==> config.mk <==
export PLATFORM = sky130hd
export DESIGN_NAME = ami_tg
export DESIGN_NICKNAME = d
export VERILOG_FILES = /design/src/rtl/ami_tg.sv
export SDC_FILE = /design/constraint.sdc
export NUM_CORES = 1
export LEC_CHECK = 0
export ABC_CLOCK_PERIOD_IN_PS = 7680
export BUFFER_PORTS_ARGS = -buffer_cell sky130_fd_sc_hd__buf_2
export CORE_ASPECT_RATIO = 1.75
export CORE_MARGIN = 10
export CORE_UTILIZATION = 52
export CTS_CLUSTER_SIZE = 8
export DETAILED_ROUTE_END_ITERATION = 10
export GPL_ROUTABILITY_DRIVEN = 0
export PLACE_DENSITY_LB_ADDON = 0.08
export SYNTH_ARGS = -nofsm -noshare
export SYNTH_HDL_FRONTEND = slang
export SYNTH_SLANG_ARGS = --single-unit
export TNS_END_PERCENT = 20
==> constraint.sdc <==
create_clock -name ACLK -period 7.68 [get_ports ACLK]
set_clock_uncertainty 0.15 [all_clocks]
set_input_delay 0.384 -clock ACLK [delete_from_list [all_inputs] [get_ports ACLK]]
set_output_delay 0.384 -clock ACLK [all_outputs]
set_load 0.01 [all_outputs]
==> src/rtl/ami_tg.sv <==
// ami_tg: AXI4 master traffic generator; fills a window with a seeded pattern, reads it back and checks every beat.
// Defining AMI_TG_TIMEOUT_EN adds a 12-bit watchdog that aborts a run stalled on any channel.
module ami_tg #(
    parameter int                AXI_DW    = 128,
    parameter int                AXI_AW    = 32,
    parameter int                AXI_IW    = 4,
    parameter logic [AXI_AW-1:0] BASE_ADDR = '0,
    parameter int                WIN_BYTES = 1024,
    parameter int                BURST_LEN = 16
) (
    input  logic                ACLK,
    input  logic                ARESET,
    input  logic                start,
    input  logic [31:0]         seed,
    output logic                busy,
    output logic                done,
    output logic                pass,
    output logic [15:0]         err_cnt,
    output logic [AXI_IW-1:0]   AWID,
    output logic [AXI_AW-1:0]   AWADDR,
    output logic [7:0]          AWLEN,
    output logic [2:0]          AWSIZE,
    output logic [1:0]          AWBURST,
    output logic                AWVALID,
    input  logic                AWREADY,
    output logic [AXI_DW-1:0]   WDATA,
    output logic [AXI_DW/8-1:0] WSTRB,
    output logic                WLAST,
    output logic                WVALID,
    input  logic                WREADY,
    input  logic [AXI_IW-1:0]   BID,
    input  logic [1:0]          BRESP,
    input  logic                BVALID,
    output logic                BREADY,
    output logic [AXI_IW-1:0]   ARID,
    output logic [AXI_AW-1:0]   ARADDR,
    output logic [7:0]          ARLEN,
    output logic [2:0]          ARSIZE,
    output logic [1:0]          ARBURST,
    output logic                ARVALID,
    input  logic                ARREADY,
    input  logic [AXI_IW-1:0]   RID,
    input  logic [AXI_DW-1:0]   RDATA,
    input  logic [1:0]          RRESP,
    input  logic                RLAST,
    input  logic                RVALID,
    output logic                RREADY
);
    localparam int BB = BURST_LEN * AXI_DW / 8;
    localparam int NB = WIN_BYTES / BB;
    localparam logic [15:0] LAST_N = 16'(NB - 1);
    localparam logic [8:0]  LAST_K = 9'(BURST_LEN - 1);

    typedef enum logic [2:0] {IDLE, S_AW, S_W, S_B, S_AR, S_R, S_DONE} state_t;
    state_t state, state_n;

    logic [31:0] seed_r, rexp;
    logic [15:0] n, err_n;
    logic [8:0]  k;
    logic [16:0] sum;
    logic [1:0]  inc;
    logic go, aw_hs, w_hs, b_hs, ar_hs, r_hs, last_k, last_n, abort, aborted, unused_ids;

    function automatic logic [AXI_DW-1:0] pat(input logic [31:0] b);
        return {b + 32'd3, b + 32'd2, b + 32'd1, b};
    endfunction

    assign AWID = '0;
    assign ARID = '0;
    assign AWLEN = 8'(BURST_LEN - 1);
    assign ARLEN = 8'(BURST_LEN - 1);
    assign AWSIZE = 3'b100;
    assign ARSIZE = 3'b100;
    assign AWBURST = 2'b01;
    assign ARBURST = 2'b01;
    assign WSTRB = '1;
    assign unused_ids = ^{BID, RID};

    assign go = start && (state == IDLE || state == S_DONE);
    assign aw_hs = AWVALID && AWREADY;
    assign w_hs = WVALID && WREADY;
    assign b_hs = BVALID && BREADY;
    assign ar_hs = ARVALID && ARREADY;
    assign r_hs = RVALID && RREADY;
    assign last_k = k == LAST_K;
    assign last_n = n == LAST_N;

    // Data mismatch, bad RRESP and misplaced RLAST are counted independently on one beat.
    assign inc = b_hs ? {1'b0, BRESP != 2'b00} :
                 r_hs ? 2'(RDATA != pat(rexp)) + 2'(RRESP != 2'b00) + 2'(RLAST != last_k) : 2'd0;
    assign sum = {1'b0, err_cnt} + {15'd0, inc};
    assign err_n = go ? 16'd0 : sum[16] ? 16'hFFFF : sum[15:0];

`ifdef AMI_TG_TIMEOUT_EN
    logic [11:0] wd;
    logic any_hs;
    assign any_hs = aw_hs || w_hs || b_hs || ar_hs || r_hs;
    assign abort = busy && wd == 12'hFFF && !any_hs;
    always_ff @(posedge ACLK)
        wd <= (ARESET || !busy || any_hs) ? 12'd0 : wd + 12'd1;
`else
    assign abort = 1'b0;
`endif

    always_ff @(posedge ACLK)
        state <= ARESET ? IDLE : state_n;

    always_comb begin
        state_n = state;
        case (state)
            IDLE, S_DONE: if (start) state_n = S_AW;
            S_AW:         if (aw_hs) state_n = S_W;
            S_W:          if (w_hs && last_k) state_n = S_B;
            S_B:          if (b_hs) state_n = last_n ? S_AR : S_AW;
            S_AR:         if (ar_hs) state_n = S_R;
            S_R:          if (r_hs && last_k) state_n = last_n ? S_DONE : S_AR;
            default:      state_n = IDLE;
        endcase
        if (abort) state_n = S_DONE;
    end

    // Handshake outputs are registered from the next state so they change only on ACLK.
    always_ff @(posedge ACLK) begin
        if (ARESET) begin
            {busy, done, pass, aborted} <= '0;
            {AWVALID, WVALID, WLAST, BREADY, ARVALID, RREADY} <= '0;
            {AWADDR, ARADDR, WDATA} <= '0;
            {seed_r, rexp, n, k, err_cnt} <= '0;
        end else begin
            busy <= state_n != IDLE && state_n != S_DONE;
            done <= state_n == S_DONE;
            pass <= state_n == S_DONE && err_n == 16'd0 && !aborted && !abort;
            AWVALID <= state_n == S_AW;
            WVALID <= state_n == S_W;
            BREADY <= state_n == S_B;
            ARVALID <= state_n == S_AR;
            RREADY <= state_n == S_R;
            err_cnt <= err_n;
            aborted <= !go && (aborted || abort);
            if (go) begin
                seed_r <= seed;
                n <= '0;
                k <= '0;
                AWADDR <= BASE_ADDR;
                WDATA <= pat(seed);
                WLAST <= LAST_K == 9'd0;
            end
            if (w_hs) begin
                k <= last_k ? 9'd0 : k + 9'd1;
                WDATA <= pat(WDATA[31:0] + 32'd4);
                WLAST <= (last_k ? 9'd0 : k + 9'd1) == LAST_K;
            end
            if (b_hs && last_n) begin
                n <= '0;
                ARADDR <= BASE_ADDR;
                rexp <= seed_r;
            end else if (b_hs) begin
                n <= n + 16'd1;
                AWADDR <= AWADDR + AXI_AW'(BB);
            end
            if (r_hs) begin
                k <= last_k ? 9'd0 : k + 9'd1;
                rexp <= rexp + 32'd4;
            end
            if (r_hs && last_k) begin
                n <= n + 16'd1;
                ARADDR <= ARADDR + AXI_AW'(BB);
            end
        end
    end
endmodule

Word-level counts from Yosys, hierarchy flattened
Cells that the tools add are included.
W data, S select, Z words.
Word-level totals
  ROM bits: 0
  input bits: 181
  memories: 0
  memory bits (writable): 0
  output and inout bits: 267
  bits in latches: 0
  flip-flop bits (word level): 310
  logic and storage cells: 114
Cells by class
  order comparisons: 0
  muxes and demuxes: 32
  reduce and logical (&&, ||, !) cells: 27
  bitwise gates (word level): 0
  equality and inequality tests: 18
  div/mod/pow operators: 0
  shifts and indexed selects: 0
  multiply operators: 0
  add/sub/neg operators: 18
Operators with widths (number)
  $mux W128: 2
  $mux W32: 7
  $add A32 B2 Y32 const B: 6
  $ne A128 B128 Y1: 1
  $add A32 B1 Y32 const B: 3
  $mux W16: 6
  $add A32 B3 Y32 const B: 2
  $add A32 B9 Y32 const B: 2
  $mux W9: 4
  $mux W3: 7
  $eq A3 B3 Y1 const B: 6
  $eq A9 B4 Y1 const B: 2
  $pmux W3 S6: 1
  $add A16 B2 Y17: 1
  $add A16 B1 Y16 const B: 1
  $eq A16 B2 Y1 const B: 1
  $logic_not A16 Y1: 1
  $logic_and A1 B1 Y1: 13
  $eq A3 B2 Y1 const B: 4
  $reduce_bool A2 Y1: 5
  $add A9 B1 Y9 const B: 1
  $eq A3 B1 Y1 const B: 2
  $mux W2: 3
  $reduce_bool A3 Y1: 2
  other kinds (10): 12

Longest topological paths before layout
Gate-level depths: netlist of run 1.
  word-level depth: 12
  depth in mapped cells: 25

Least setup slack after synthesis of run 1
No wires, ideal clock.
  path type: register -> register
  start: reg rexp[1]
  end: reg pass
  clock period less this slack: 5863 ps
  data arrival time: 5653 ps
  setup time: 59 ps
  setup slack: 1817 ps
  cell stages (with the launch flop): 24
  cell sequence: dfxtp_1 clkbuf_1 clkinv_1 ha_1 a21oi_1 nor3_1 nand2_1 xnor2_1 or4_1 nor4_1 nand4_1 nor4_1 fa_1 o31ai_1 ha_1 inv_1 fa_1 nor2_1 nand2_1 nor2_1 xnor2_1 or3b_2 o21ai_0 and3_1
On the way
  cells in the longest elaborated chain, start to end: 12
  elaborated cells on any way between the ends: 14
  classes of those cells: add/sub: 6; eq/ne: 1; mux: 4; reduce/logical: 3
RTL lines
  start: declaration: RTL line 57  | logic [31:0] seed_r, rexp;
  start signal: assignment: RTL line 156  | rexp <= seed_r;
  start signal: assignment: RTL line 163  | rexp <= rexp + 32'd4;
  $add A32 B1 Y32 / $add A32 B2 Y32 (equally long branches): RTL line 65  | return {b + 32'd3, b + 32'd2, b + 32'd1, b};
  $ne A128 B128 Y1 *: RTL line 90  | r_hs ? 2'(RDATA != pat(rexp)) + 2'(RRESP != 2'b00) + 2'(RLAST != last_k) : 2'd0;
  $add A1 B1 Y2 *: RTL line 90
  $add A2 B1 Y2 *: RTL line 90
  $mux W2 *: RTL line 90
  $mux W2 *: RTL line 89  | assign inc = b_hs ? {1'b0, BRESP != 2'b00} :
  $add A16 B2 Y17 *: RTL line 91  | assign sum = {1'b0, err_cnt} + {15'd0, inc};
  $mux W16 * (2 in series): RTL line 92  | assign err_n = go ? 16'd0 : sum[16] ? 16'hFFFF : sum[15:0];
  $logic_not A16 Y1 *: RTL line 132  | pass <= state_n == S_DONE && err_n == 16'd0 && !aborted && !abort;
  $logic_and A1 B1 Y1 * (2 in series): RTL line 132
  end signal: assignment: RTL line 132
  end: declaration: RTL line 17  | output logic pass,
Mark *: on every way between the ends. The rest lies on a longest branch, timed or not.
A chain may end at the register's enable or synchronous reset.

Worst setup path in the final report of run 1
  start: reg rexp[4]
  end: reg pass
Same word-level chain as after synthesis.

==> results of run 1 <==
## area by class of cell
| cell class | count | area [um^2] | area share, % |
|---|---|---|---|
| inverters | 31 | 116.4 | 0.5215 |
| clock inverters | 3 | 26.28 | 0.1178 |
| clock buffers | 45 | 1094 | 4.901 |
| multi-input cells | 2005 | 11930 | 53.49 |
| repair buffers | 452 | 2521 | 11.30 |
| diodes | 3 | 7.507 | 0.03365 |
| flip-flops and latches | 301 | 6026 | 27.01 |
| well taps | 470 | 588.1 | 2.636 |
## power breakdown
part           total [mW]  leakage, nW  switching [mW]  internal (mW)
logic               0.575         5.75           0.362          0.213
clock network        1.68        0.552           0.681          0.995
registers            1.70         2.45          0.0586           1.64
total                3.95         8.76            1.10           2.85
## kinds of logic after synthesis
| family | Yosys count | share of synthesized area [%] |
|---|---|---|
| adder cells (fa/ha/maj) | 19 | 1.338 |
| AO/OA/AOI/OAI | 541 | 18.44 |
| AND/OR/NAND/NOR | 1122 | 29.36 |
| flip-flops | 301 | 31.89 |
| buffers and inverters | 253 | 6.245 |
| XOR/XNOR | 224 | 10.38 |
| other | 2 | 0.03975 |
| multiplexers | 41 | 2.304 |
## Yosys cell counts (69+ instances only)
cell type | n | area (um^2)
dfxtp_1 | 301 | 6026
nand3_1 | 102 | 510.5
o21ai_0 | 90 | 450.4
nor3_1 | 76 | 380.4
nor2_1 | 317 | 1190
a21oi_1 | 189 | 945.9
a211oi_1 | 69 | 518.0
nand4_1 | 71 | 444.2
xnor2_1 | 143 | 1252
xor2_1 | 81 | 709.4
clkbuf_1 | 144 | 540.5
nand2_1 | 265 | 994.7
## worst min path at each step
stage | start | endpoint | slack, ns | cells past startpoint
after detailed placement | aborted | aborted | 0.27 | 2
after global routing | seed[20] | seed_r[20] | 0.03 | 3
after global placement | aborted | aborted | 0.27 | 2
after floorplan | aborted | aborted | 0.26 | 2
after CTS | seed[17] | seed_r[17] | 0.004 | 3
final | seed[20] | seed_r[20] | 0.03 | 3
## worst min-delay path, cell delays in order
cell,delay (ns)
buf_2,0.14
nand2_1,0.08
a21oi_1,0.06
## per-stage QoR
| stage | cell area, um^2 | setup slack, ns | power [mW] | instances | utilization (%) |
|---|---|---|---|---|---|
| after floorplan | 19100 | 1.817 | 2.066 | 2559 | - |
| after global placement | 20900 | 0.8605 | 2.263 | 3230 | 58.18 |
| after detailed placement | 20900 | 0.7847 | 2.272 | 3230 | 58.18 |
| after CTS | 22310 | 0.7683 | 3.962 | 3307 | 62.11 |
| after global routing | 22310 | 0.3966 | 4.087 | 3310 | 62.13 |
| final | 22310 | 0.5830 | 3.947 | 3310 | 62.13 |
## state kept, by name (all words and copies together), names as in the netlist, 3 cells and up
signal	flops
err_cnt	16
state	3
WDATA	127
n	16
rexp	32
ARADDR	24
k	9
AWADDR	32
seed_r	32
## routing by layer
layer	share of wire [%]	track usage (%)	up-vias	wire (um)
li1	-	-	9528	-
met1	34	32.44	9507	25230
met2	51	54.95	1030	37190
met3	8.2	6.088	251	6066
met4	6.9	20.41	0	5069
met5	0	0	-	0
## timing repair
action | 4_1_cts | 5_1_grt
resized for setup | 0 | 0
setup buffers | 0 | 0
hold buffers | 29 | 0
hold endpoints to repair | 31 | 0
==> flow_summary.json, run 1 <==
{
  "ys_warn_count": 0,
  "rsz0062_at_grt": "false",
  "worst_skew_pair.late_latency_ns": 0.54,
  "min_period_over_period_pct": 92.41,
  "grt_max_degree": 101,
  "cts_buffers": 43,
  "clock_sinks": 301,
  "rows": 92,
  "grt_overflow": 0,
  "startpoint": "rexp[4]",
  "start_util_pct": 52.61,
  "cp_max_fo": 12,
  "drive_gt1_share_pct": 18.40,
  "crit_arrival_ns": 7.42,
  "tightest_slew_ns": 1.142,
  "die_w_um": 164.1,
  "synth_cell_types": 91,
  "path_cells": "nand3_1 -> nor4_2 -> xnor2_1 -> mux2i_1 -> a31oi_1 -> a2111oi_0 -> nand4_1 -> nor4_1 -> buf_4 -> fa_1 -> o31ai_1 -> ha_1 -> inv_1 -> fa_1 -> nor2_1 -> nand2_1 -> nor2_1 -> xnor2_1 -> or3b_2 -> o21ai_0 -> and3_1",
  "slowest_stage": "a2111oi_0",
  "leakage_nw": 8.756,
  "grt_use_total_pct": 31.08,
  "synth_seq_cells": 301,
  "r2r_slack_ns": 0.58,
  "layout_commonest_cell": "buf_2",
  "crit_cells": 21,
  "power.density_mw_per_mm2": 176.9,
  "final-setup-viol-count": 0,
  "num-fill-cells": 3424,
  "grt_pass1_wl_mm": 110.9,
  "clk_pin_slew_ns": 0.05,
  "synth_area_mm2": 0.01889,
  "avgViaCountPerCell": 6.138,
  "die_area_mm2": 0.04466,
  "final_antenna_net_count": 0,
  "dpl.hpwl_mm": 55.79,
  "drc_errors": 0,
  "dr.pass1.iters": 7,
  "ys.flop_type": "dfxtp_1",
  "cts_tree": "done",
  "h-tree-depth": 2,
  "syn_inst": 2503,
  "crit_end": "pass",
  "maxCapViolCount": 0,
  "cp-end-kind": "flop",
  "io_pins": 448,
  "wl_mm": 73.56,
  "status": "finished clean",
  "grt_pass1_vias": 19680,
  "required_ns": 8.01,
  "vias": 20320,
  "dr.first_iter.drc_count": 1737,
  "cts_max_path_buffers": 3,
  "hold_slack_ns": 0.03004,
  "die_h_um": 272.2,
  "hold_viol": 0,
  "path_delay_family": "simple AND/OR/NAND/NOR gates",
  "antenna_found_initial": 3,
  "fin_nets": 3034,
  "syn-mean-instance-area_um2": 7.549,
  "regToRegEndpoint": "pass",
  "port_buffers": 381,
  "worst_path_largest_cell_delay_ns": 0.81,
  "root_buffer": "clkbuf_16",
  "critical_path_class": "flop to flop",
  "areaGrowthSynthToFinish_pct": 18.09,
  "min_period_ns": 7.097,
  "crit_buf_inv": 2,
  "worstHoldPathType": "input port to flop",
  "core_area_mm2": 0.03591,
  "max_clock_freq_mhz": 140.9,
  "ir_drop_mv": 0.1698,
  "synth-edff-count": 0,
  "rr_worst_depth": 21,
  "startpoint_type": "flop",
  "r2r-start": "rexp[4]",
  "drv_slew": 0,
  "wl_per_cell_um": 22.22,
  "relSlewSlack_pct": 23.77,
  "fin_tns_setup_ns": 0,
  "yosysSeqAreaShare_pct": 31.89,
  "final_cell_mix": "buf_2 (380), nor2_1 (315), dfxtp_1 (301), nand2_1 (264), a21oi_1 (189)",
  "synthArstFlopShare_pct": 0
}
No activity file was read; power rests on OpenSTA's default activity.
==> run 2: changes to the inputs <==
Settings changed: ABC_CLOCK_PERIOD_IN_PS 7680 to 8000.
Clock period 7.68 ns to 8 ns, I/O delays scaled along.
==> run 2 against run 1 <==
Effect of this change:
- critical path depth increased by 2
- combinational power is 4.7% lower
- count of clock-buffer cells in the layout shrank 2
- global-route usage shrank 0.12 points
- total power decreased by 4.9%
- worst setup slack better by 0.16 ns
- largest power group unchanged
- clock power fell by 6%
- sequential cell count is the same
- fmax down 2.3%
==> flow_summary.json, run 2 (synthesis results as in run 1) <==
{
  "status": "finished clean",
  "clk_pin_slew_ns": 0.05,
  "die_h_um": 272.2,
  "antenna_found_initial": 8,
  "required_ns": 8.32,
  "critical_path_class": "flop to flop",
  "min_period_over_period_pct": 90.76,
  "grt_pass1_vias": 19530,
  "grt_use_total_pct": 30.96,
  "fin_tns_setup_ns": 0,
  "final_cell_mix": "buf_2 (380), nor2_1 (315), dfxtp_1 (301), nand2_1 (264), a21oi_1 (189)",
  "worstHoldPathType": "input port to flop",
  "leakage_nw": 8.694,
  "dr.first_iter.drc_count": 1786,
  "maxCapViolCount": 0,
  "io_pins": 448,
  "wl_mm": 73.25,
  "cp-end-kind": "flop",
  "regMostFlops": "WDATA",
  "worst_path_largest_cell_delay_ns": 0.62,
  "min_period_ns": 7.261,
  "h-tree-depth": 2,
  "final-setup-viol-count": 0,
  "layout_commonest_cell": "buf_2",
  "cts_max_path_buffers": 3,
  "rows": 92,
  "root_buffer": "clkbuf_16",
  "clock_sinks": 301,
  "dr.pass1.iters": 6,
  "startpoint_type": "flop",
  "rsz0062_at_grt": "false",
  "dpl.hpwl_mm": 55.43,
  "die_w_um": 164.1,
  "slowest_stage": "dfxtp_1",
  "wl_per_cell_um": 22.17,
  "ir_drop_mv": 0.2065,
  "drc_errors": 0,
  "hold_viol": 0,
  "cp_max_fo": 13,
  "relSlewSlack_pct": 23.78,
  "core_area_mm2": 0.03591,
  "port_buffers": 381,
  "areaGrowthSynthToFinish_pct": 17.51,
  "cts_buffers": 43,
  "avgViaCountPerCell": 6.141,
  "cts_resized": 0,
  "start_util_pct": 52.61,
  "layout_setup_ws_ns": 0.7390,
  "tightest_slew_ns": 1.136,
  "detailedPlace.worstSlack_ns": 0.8092,
  "path_delay_family": "simple AND/OR/NAND/NOR gates",
  "power.density_mw_per_mm2": 169.1,
  "grt_overflow": 0,
  "seq_area_mm2": 0.006026,
  "p_total_mw": 3.755,
  "drive_gt1_share_pct": 18.28,
  "multi_input_area_mm2": 0.01193,
  "grt_max_degree": 98,
  "grt_pass1_wl_mm": 110.7,
  "largest_reg_flops": 127,
  "num-fill-cells": 3385,
  "final_antenna_net_count": 0,
  "vias": 20290,
  "hold_slack_ns": 0.01371,
  "path_cells": "ha_1 -> nand3_1 -> buf_4 -> or3_1 -> nor3_1 -> buf_4 -> a21oi_1 -> or4_1 -> nor4_1 -> nand4_1 -> nor4_1 -> fa_1 -> o31ai_1 -> ha_1 -> inv_1 -> fa_1 -> nor2_1 -> nand2_1 -> nor2_1 -> xnor2_1 -> or3b_2 -> o21ai_0 -> and3_1",
  "die_area_mm2": 0.04466,
  "drv_slew": 0,
  "worst_skew_pair.late_latency_ns": 0.53,
  "crit_arrival_ns": 7.58,
  "cts_tree": "done",
  "max_clock_freq_mhz": 137.7,
  "fin_nets": 3023,
  "utilization_pct": 61.82,
  "crit_buf_inv": 3
}
[run 2: changes by cell type in the layout (fill, tap and decap cells not counted), sizes merged]
cell / before / now
inv: 33 / 31
diode: 3 / 11
clkbuf: 46 / 44
buf: 422 / 418
clkinv: 1 / 2
dlygate4sd3: 29 / 22
[run 2: power by group]
group,leakage [nW],switching (mW),internal [mW]
Clock,0.538,0.639,0.939
Combinational,5.70,0.347,0.202
Sequential,2.45,0.0567,1.57
[run 2: cell type report]
cell class              count  share of cell area (%)
repair buffers            441                   10.90
flip-flops and latches    301                   27.14
clock inverters             2                 0.06199
clock buffers              43                   4.846
inverters                  31                  0.5241
well taps                 470                   2.649
multi-input cells        2005                   53.75
diodes                     11                  0.1240
[run 2: metrics by stage]
step / instances / instance area [um^2]
2_1_floorplan: 2559 / 19100
3_3_place_gp: 3226 / 20870
3_5_place_dp: 3226 / 20870
4_1_cts: 3293 / 22180
5_1_grt: 3301 / 22200
6_report: 3304 / 22200
[run 2: worst register-to-register path, stage by stage, from the launching register on]
cell	delay, ns
dfxtp_1	0.62
ha_1	0.55
nand3_1	0.13
buf_4	0.22
or3_1	0.51
nor3_1	0.18
buf_4	0.18
a21oi_1	0.13
or4_1	0.43
nor4_1	0.42
nand4_1	0.27
nor4_1	0.53
fa_1	0.48
o31ai_1	0.27
ha_1	0.21
inv_1	0.06
fa_1	0.42
nor2_1	0.21
nand2_1	0.09
nor2_1	0.19
xnor2_1	0.17
or3b_2	0.48
o21ai_0	0.17
and3_1	0.16
[run 2: final timing paths]
kind	from	endpoint	slack [ns]	cells past startpoint
worst min-delay path	seed[9]	seed_r[9]	0.01	3
worst max register to register	rexp[3]	pass	0.74	23
worst min register to register	aborted	aborted	0.28	2
worst max-delay path	rexp[3]	pass	0.74	23
[run 2: repair_timing]
action / CTS / global route
hold buffers: 22 / 0
endpoints found under the setup margin: 0 / 0
buffers inserted: 0 / 0
endpoints found under the hold margin: 23 / 0
[run 2: per-layer routing]
layer / part of all wire, % / vias up / track usage [%] / wire, um
met2: 50 / 1001 / 54.21 / 36700
met1: 35 / 9537 / 32.61 / 25390
li1: - / 9508 / - / -
met3: 8.0 / 245 / 5.861 / 5855
met5: 0 / - / 0 / 0
met4: 7.2 / 0 / 21.09 / 5307
